--- src/rtl/reg_bank_pkg.sv ---
// Shared definitions for the register bank: widths, state encoding, zero index
// and the decode-stage destination mux.
package reg_bank_pkg;

  localparam int DATA_W = 32;
  localparam int ADDR_W = 5;
  localparam int NREGS  = 1 << ADDR_W;

  localparam logic [ADDR_W-1:0] REG_ZERO = '0;

  typedef enum logic {
    ST_CLEAR = 1'b0,
    ST_READY = 1'b1
  } state_e;

  // Decode-stage destination select: R-type writes rd, I-type writes rt.
  function automatic logic [ADDR_W-1:0] f_dest_sel(
    input logic              reg_dst,
    input logic [ADDR_W-1:0] rt_idx,
    input logic [ADDR_W-1:0] rd_idx
  );
    return reg_dst ? rd_idx : rt_idx;
  endfunction

endpackage

--- src/rtl/reg_bank_if.sv ---
// Register bank bus: write port, two read ports, HI/LO pair, busy and debug state.
// Handshake: no valid/ready; wr_en/hilo_wr are single-cycle strobes honoured only while busy=0.
interface reg_bank_if;
  import reg_bank_pkg::*;

  logic              wr_en;
  logic [ADDR_W-1:0] rd_select;
  logic [DATA_W-1:0] wr_data;
  logic [ADDR_W-1:0] rs_addr;
  logic [ADDR_W-1:0] rt_addr;
  logic [DATA_W-1:0] rs_data;
  logic [DATA_W-1:0] rt_data;
  logic              hilo_wr;
  logic [DATA_W-1:0] hi_in;
  logic [DATA_W-1:0] lo_in;
  logic [DATA_W-1:0] hi_out;
  logic [DATA_W-1:0] lo_out;
  logic              busy;
  state_e            state;

  modport master (
    output wr_en, rd_select, wr_data, rs_addr, rt_addr, hilo_wr, hi_in, lo_in,
    input  rs_data, rt_data, hi_out, lo_out, busy, state
  );

  modport slave (
    input  wr_en, rd_select, wr_data, rs_addr, rt_addr, hilo_wr, hi_in, lo_in,
    output rs_data, rt_data, hi_out, lo_out, busy, state
  );

endinterface

--- src/rtl/reg_bank_clear.sv ---
// Post-reset clear engine: walks every register index once, one per cycle,
// then parks in READY.
module reg_bank_clear
  import reg_bank_pkg::*;
(
  input  logic              i_clk,
  input  logic              i_rst,
  output logic              o_busy,
  output logic              o_clr_we,
  output logic [ADDR_W-1:0] o_clr_addr,
  output state_e            o_state
);

  state_e            r_state;
  state_e            w_state_nxt;
  logic [ADDR_W-1:0] r_clr_cnt;
  logic [ADDR_W-1:0] w_clr_cnt_nxt;

  always_ff @(posedge i_clk) begin
    if (i_rst) begin
      r_state   <= ST_CLEAR;
      r_clr_cnt <= '0;
    end else begin
      r_state   <= w_state_nxt;
      r_clr_cnt <= w_clr_cnt_nxt;
    end
  end

  // Counter holds at the last index on the exit cycle so it never wraps.
  always_comb begin
    w_state_nxt   = r_state;
    w_clr_cnt_nxt = r_clr_cnt;
    o_busy        = 1'b0;
    o_clr_we      = 1'b0;
    case (r_state)
      ST_CLEAR: begin
        o_busy   = 1'b1;
        o_clr_we = 1'b1;
        if (r_clr_cnt == ADDR_W'(NREGS - 1)) begin
          w_state_nxt = ST_READY;
        end else begin
          w_clr_cnt_nxt = r_clr_cnt + 1'b1;
        end
      end
      ST_READY: begin
        w_state_nxt = ST_READY;
      end
      default: begin
        w_state_nxt = ST_CLEAR;
      end
    endcase
  end

  assign o_clr_addr = r_clr_cnt;
  assign o_state    = r_state;

endmodule

--- src/rtl/reg_bank.sv ---
// General-purpose register file with HI/LO pair and post-reset clear.
// Optional macro REG_BANK_WRITE_FORWARD_EN forwards same-cycle GPR writes to the read ports.
module reg_bank
  import reg_bank_pkg::*;
(
  input  logic       clock,
  input  logic       reset,
  reg_bank_if.slave  bus
);

  logic              w_busy;
  logic              w_clr_we;
  logic [ADDR_W-1:0] w_clr_addr;
  logic              w_wr_fire;
  logic              w_hilo_fire;
  logic [DATA_W-1:0] w_rs_stored;
  logic [DATA_W-1:0] w_rt_stored;

  // Index 0 has no storage; it is hardwired to zero on the read side.
  logic [DATA_W-1:0] r_regs [1:NREGS-1];
  logic [DATA_W-1:0] r_hi;
  logic [DATA_W-1:0] r_lo;

  reg_bank_clear u_clear (
    .i_clk      (clock),
    .i_rst      (reset),
    .o_busy     (w_busy),
    .o_clr_we   (w_clr_we),
    .o_clr_addr (w_clr_addr),
    .o_state    (bus.state)
  );

  assign w_wr_fire   = !w_busy && bus.wr_en && (bus.rd_select != REG_ZERO);
  assign w_hilo_fire = !w_busy && bus.hilo_wr;

  always_ff @(posedge clock) begin
    if (w_clr_we) begin
      if (w_clr_addr != REG_ZERO) r_regs[w_clr_addr] <= '0;
    end else if (w_wr_fire) begin
      r_regs[bus.rd_select] <= bus.wr_data;
    end
  end

  always_ff @(posedge clock) begin
    if (reset) begin
      r_hi <= '0;
      r_lo <= '0;
    end else if (w_hilo_fire) begin
      r_hi <= bus.hi_in;
      r_lo <= bus.lo_in;
    end
  end

  assign w_rs_stored = (bus.rs_addr == REG_ZERO) ? '0 : r_regs[bus.rs_addr];
  assign w_rt_stored = (bus.rt_addr == REG_ZERO) ? '0 : r_regs[bus.rt_addr];

  always_comb begin
    bus.rs_data = '0;
    bus.rt_data = '0;
    if (!w_busy) begin
`ifdef REG_BANK_WRITE_FORWARD_EN
      bus.rs_data = (w_wr_fire && bus.rs_addr == bus.rd_select) ? bus.wr_data : w_rs_stored;
      bus.rt_data = (w_wr_fire && bus.rt_addr == bus.rd_select) ? bus.wr_data : w_rt_stored;
`else
      bus.rs_data = w_rs_stored;
      bus.rt_data = w_rt_stored;
`endif
    end
  end

  assign bus.hi_out = r_hi;
  assign bus.lo_out = r_lo;
  assign bus.busy   = w_busy;

endmodule

--- src/flat_wrapper.sv ---
// flat-port wrapper written by rule: the top's interface ports become plain ports
module reg_bank_flat import reg_bank_pkg::*;
  (clock, reset, bus_wr_en, bus_rd_select, bus_wr_data, bus_rs_addr, bus_rt_addr, bus_hilo_wr, bus_hi_in, bus_lo_in, bus_rs_data, bus_rt_data, bus_hi_out, bus_lo_out, bus_busy, bus_state);
  reg_bank_if bus_i ();
  input  logic clock;
  input  logic reset;
  input wire logic [$bits(bus_i.wr_en)-1:0] bus_wr_en;
  input wire logic [$bits(bus_i.rd_select)-1:0] bus_rd_select;
  input wire logic [$bits(bus_i.wr_data)-1:0] bus_wr_data;
  input wire logic [$bits(bus_i.rs_addr)-1:0] bus_rs_addr;
  input wire logic [$bits(bus_i.rt_addr)-1:0] bus_rt_addr;
  input wire logic [$bits(bus_i.hilo_wr)-1:0] bus_hilo_wr;
  input wire logic [$bits(bus_i.hi_in)-1:0] bus_hi_in;
  input wire logic [$bits(bus_i.lo_in)-1:0] bus_lo_in;
  output wire logic [$bits(bus_i.rs_data)-1:0] bus_rs_data;
  output wire logic [$bits(bus_i.rt_data)-1:0] bus_rt_data;
  output wire logic [$bits(bus_i.hi_out)-1:0] bus_hi_out;
  output wire logic [$bits(bus_i.lo_out)-1:0] bus_lo_out;
  output wire logic [$bits(bus_i.busy)-1:0] bus_busy;
  output wire logic [$bits(bus_i.state)-1:0] bus_state;
  assign bus_i.wr_en = bus_wr_en;
  assign bus_i.rd_select = bus_rd_select;
  assign bus_i.wr_data = bus_wr_data;
  assign bus_i.rs_addr = bus_rs_addr;
  assign bus_i.rt_addr = bus_rt_addr;
  assign bus_i.hilo_wr = bus_hilo_wr;
  assign bus_i.hi_in = bus_hi_in;
  assign bus_i.lo_in = bus_lo_in;
  assign bus_rs_data = bus_i.rs_data;
  assign bus_rt_data = bus_i.rt_data;
  assign bus_hi_out = bus_i.hi_out;
  assign bus_lo_out = bus_i.lo_out;
  assign bus_busy = bus_i.busy;
  assign bus_state = bus_i.state;
  reg_bank u_core (.clock(clock), .reset(reset), .bus(bus_i));
endmodule
--- config.mk ---
export PLATFORM = sky130hd
export DESIGN_NAME = reg_bank_flat
export DESIGN_NICKNAME = d
export VERILOG_FILES = /design/src/rtl/reg_bank_pkg.sv /design/src/rtl/reg_bank_if.sv /design/src/rtl/reg_bank_clear.sv /design/src/rtl/reg_bank.sv /design/src/flat_wrapper.sv
export SDC_FILE = /design/constraint.sdc
export NUM_CORES = 1
export LEC_CHECK = 0
export ABC_CLOCK_PERIOD_IN_PS = 4220
export BUFFER_PORTS_ARGS = -buffer_cell sky130_fd_sc_hd__clkbuf_2
export CAP_MARGIN = 5
export CORE_MARGIN = 2
export CORE_UTILIZATION = 40
export DETAILED_ROUTE_END_ITERATION = 7
export GPL_TIMING_DRIVEN = 0
export PLACE_DENSITY_LB_ADDON = 0.05
export SLEW_MARGIN = 20
export SYNTH_ARGS = -nofsm -noshare
export SYNTH_HDL_FRONTEND = slang
export SYNTH_SLANG_ARGS = --single-unit
--- constraint.sdc ---
create_clock -name clock -period 4.22 [get_ports clock]
set_input_delay 0.633 -clock clock [delete_from_list [all_inputs] [get_ports clock]]
set_output_delay 0.633 -clock clock [all_outputs]
set_load 0.005 [all_outputs]
==> results.toml <==
[run_status]
status = "finished, violations left"
violations = "negative setup slack"

[timing]
worstMarginPinSlew_ns = 1.43
period_needed_ns = 4.36
drv_slew = 0
fin_ws_ns = -0.140
relSlewSlack = 0.0417
fin_skew_ns = 0.0252
finalSetupViolCount = 5
fin_crit_sh = 1.03
hold_ws_ns = 0.125
final_hold_viol_count = 0
fin_setup_tns_ns = -0.275
fmax_mhz = 229

[yosys]
synth_seq_cells = 1062
syn-mean-instance-area_sq_um = 15.2
synth_top_family_by_area = "multiplexers"
synthDistinctLibCells = 50
syn-num-nets = 3457
synth_commonest_cells = "edfxtp_1 (992), mux2i_1 (573), nor2_1 (214)"
synth_top_flop_cell = "edfxtp_1"
syn-cell-area_sq_mm = 0.0507
ys.warnings.count = 0
netlist_instances = 3339
yosys.area_share.simple = 0.0568
synthAdderAreaFrac = 0.000741
synth.top_cell.area_share = 0.588
synth-xor-area-share = 0.000519
synth-async-reset-ratio = 0
synth-seq-area-share = 0.616
synth_top_cell_by_area = "edfxtp_1"
synth_mux_area_frac = 0.200
ys_top_cells_by_area = "edfxtp_1 (59%), mux2i_1 (11%), mux4_2 (8.6%)"
yosysMostFrequentCell = "edfxtp_1"
synth_edf_count = 992
synth-compound-area-share = 0.0927

[power]
switchingPower_uw = 5540
combPwrFrac = 0.076
p_sw_frac = 0.229
max-vdd-ir-drop_mv = 0.325
p_clk_frac = 0.451
power_uw = 24200
p_int_uw = 18700
seqPwrFrac = 0.472
p_leak_uw = 0.0202
power_density_mw_per_mm2 = 406

[finish]
nets = 3931
fillCellCount = 10900
area_growth_pct = 17.8
final_layout_size_suffix_gt1_frac = 0.264
final_core_util = 0.475

[clock_tree]
cts_buffer_depth = 3
clk_pin_slew_ns = 0.06
htree_levels = 3
clock_latency_ns = 0.74
cts_tree = "built"
cts_hold_buf = 0
cts_buffers = 120
cts.sinks = 1062
cts_root_buf = "clkbuf_16"

[setup_path]
critPathSlowestCell = "a211oi_1"
cp_max_fo = 10
worstSetupEndpointType = "output port"
worst_ep_required_time_ns = 3.59
crit_arrival_ns = 3.73
worstSetupPathType = "input pin to output port"
critPathMaxStageDelay_ns = 1.16
crit_top_cell = "clkbuf_2"
cp_cell_sequence = "clkbuf_2 -> buf_4 -> clkbuf_1 -> mux4_2 -> a211oi_1 -> a2111oi_2 -> clkbuf_2"
cp-start-kind = "input pin"

[routing]
drt_first_pass_iters = 6
drt-total-wl_um = 179000
post_drt_wl_per_cell_um = 32.2
drt_iter0_markers = 3247
num_vias = 33500
drc = 0
vias_per_cell = 6.02
ant_nets = 0

[die]
die_h_um = 360
die_x_um = 360
start_util = 0.403
core-area_sq_mm = 0.126
num_rows = 130
io_pins = 245
die_area_sq_mm = 0.129

[global_route]
grt_pass1_wl_um = 251000
grt_pass1_vias = 34300
grt_max_degree = 32
antenna_found_initial = 6
grt-ovfl-total = 0
track_usage = 0.272

[worst_hold_path]
hold_path.class = "input pin to flop"

[placed_design]
dpl_worst_slack_ns = -0.374
dp_hpwl_um = 133000
portBuffers = 241
gp_congestion = 0.925

[flow_run]
max_cap_violations = 0
==> logic make-up (layout without fill, tap and decap cells) <==
family / after synthesis / after routing
DFF: 1062 / 1062
other: 0 / 3
AOI/OAI and AO/OA: 594 / 594
and+or+nand+nor: 629 / 629
adders and majority gates: 3 / 3
muxes: 769 / 769
xor gates and xnor gates: 3 / 3
buffers and inverters: 279 / 858
==> area by class of cell <==
class | instances | area [sq um] | area share
Antenna cell | 3 | 7.51 | 0.000126
Sequential cell | 1062 | 31200 | 0.523
Multi-Input combinational cell | 1998 | 18300 | 0.307
Clock inverter | 69 | 842 | 0.0141
Tap cell | 1650 | 2060 | 0.0346
Timing Repair Buffer | 352 | 2280 | 0.0383
Inverter | 7 | 26.3 | 0.000440
Clock buffer | 158 | 3260 | 0.0546
Buffer | 272 | 1690 | 0.0284
==> registers in the layout, indices dropped and copies added, names as in the netlist <==
signal and cells:
u_core.u_clear.o_state 1, u_core.bus.hi_out 32, u_core.u_clear.o_clr_addr 5, u_core.bus.lo_out 32, u_core.r_regs 992
==> critical path, delay by kind of cell <==
family          cells  cell delay, ns
compound gates      2            1.40
buf+inv             4            1.26
mux                 1            0.40
==> layer usage <==
metal  track usage  up-vias  routed length (um)
li1              -    14400                   -
met1         0.378    17500               77300
met2         0.435     1379               83700
met3        0.0494      278               13200
met4        0.0814        8                5080
met5             0        -                  51
==> power by group through the flow <==
stage / sequential (uW) / combinational, uW / clock (uW)
2_1_floorplan: 11700 / 1090 / 0
4_1_cts: 11400 / 1810 / 11100
3_3_place_gp: 11700 / 1760 / 0
6_report: 11400 / 1840 / 10900
3_5_place_dp: 11700 / 1800 / 0
5_1_grt: 11400 / 1910 / 11500
==> final timing paths <==
check	to	start	slack [ns]	cells after the start
worst max-delay path	bus_rt_data[15]	bus_rt_addr[2]	-0.14	7
worst min-delay path	u_core.bus.lo_out[11]$_SDFFE_PP0P_	bus_lo_in[11]	0.13	3
worst max register to register	u_core.r_regs[20][6]$_DFFE_PP_	u_core.u_clear.o_clr_addr[0]$_SDFFE_PP0P_	0.36	13
worst min register to register	u_core.bus.hi_out[29]$_SDFFE_PP0P_	u_core.bus.hi_out[29]$_SDFFE_PP0P_	0.46	2
==> through the flow <==
| stage | instances | instance area, sq um |
|---|---|---|
| floorplan | 3339 | 50700 |
| global placement | 5230 | 53900 |
| detailed placement | 5340 | 55300 |
| CTS | 5567 | 59500 |
| global route | 5568 | 59700 |
| finish | 5571 | 59700 |
==> cell usage in the layout (no fill, tap or decap), types with 70 or more instances in the layout <==
cell | Yosys | final
buf_4 | 48 | 134
edfxtp_1 | 992 | 992
clkbuf_16 | 0 | 124
dfxtp_1 | 70 | 70
clkbuf_2 | 6 | 259
clkbuf_1 | 99 | 117
mux2i_1 | 573 | 572
nand2_1 | 201 | 201
nor2_1 | 214 | 202
mux4_2 | 194 | 194
a22oi_1 | 124 | 124
==> repair_timing <==
action,4_1_cts,5_1_grt
endpoints found under the setup margin,21,15
gates resized for setup,22,27
buffers inserted,0,0
Power figures use the tool's default switching activity.
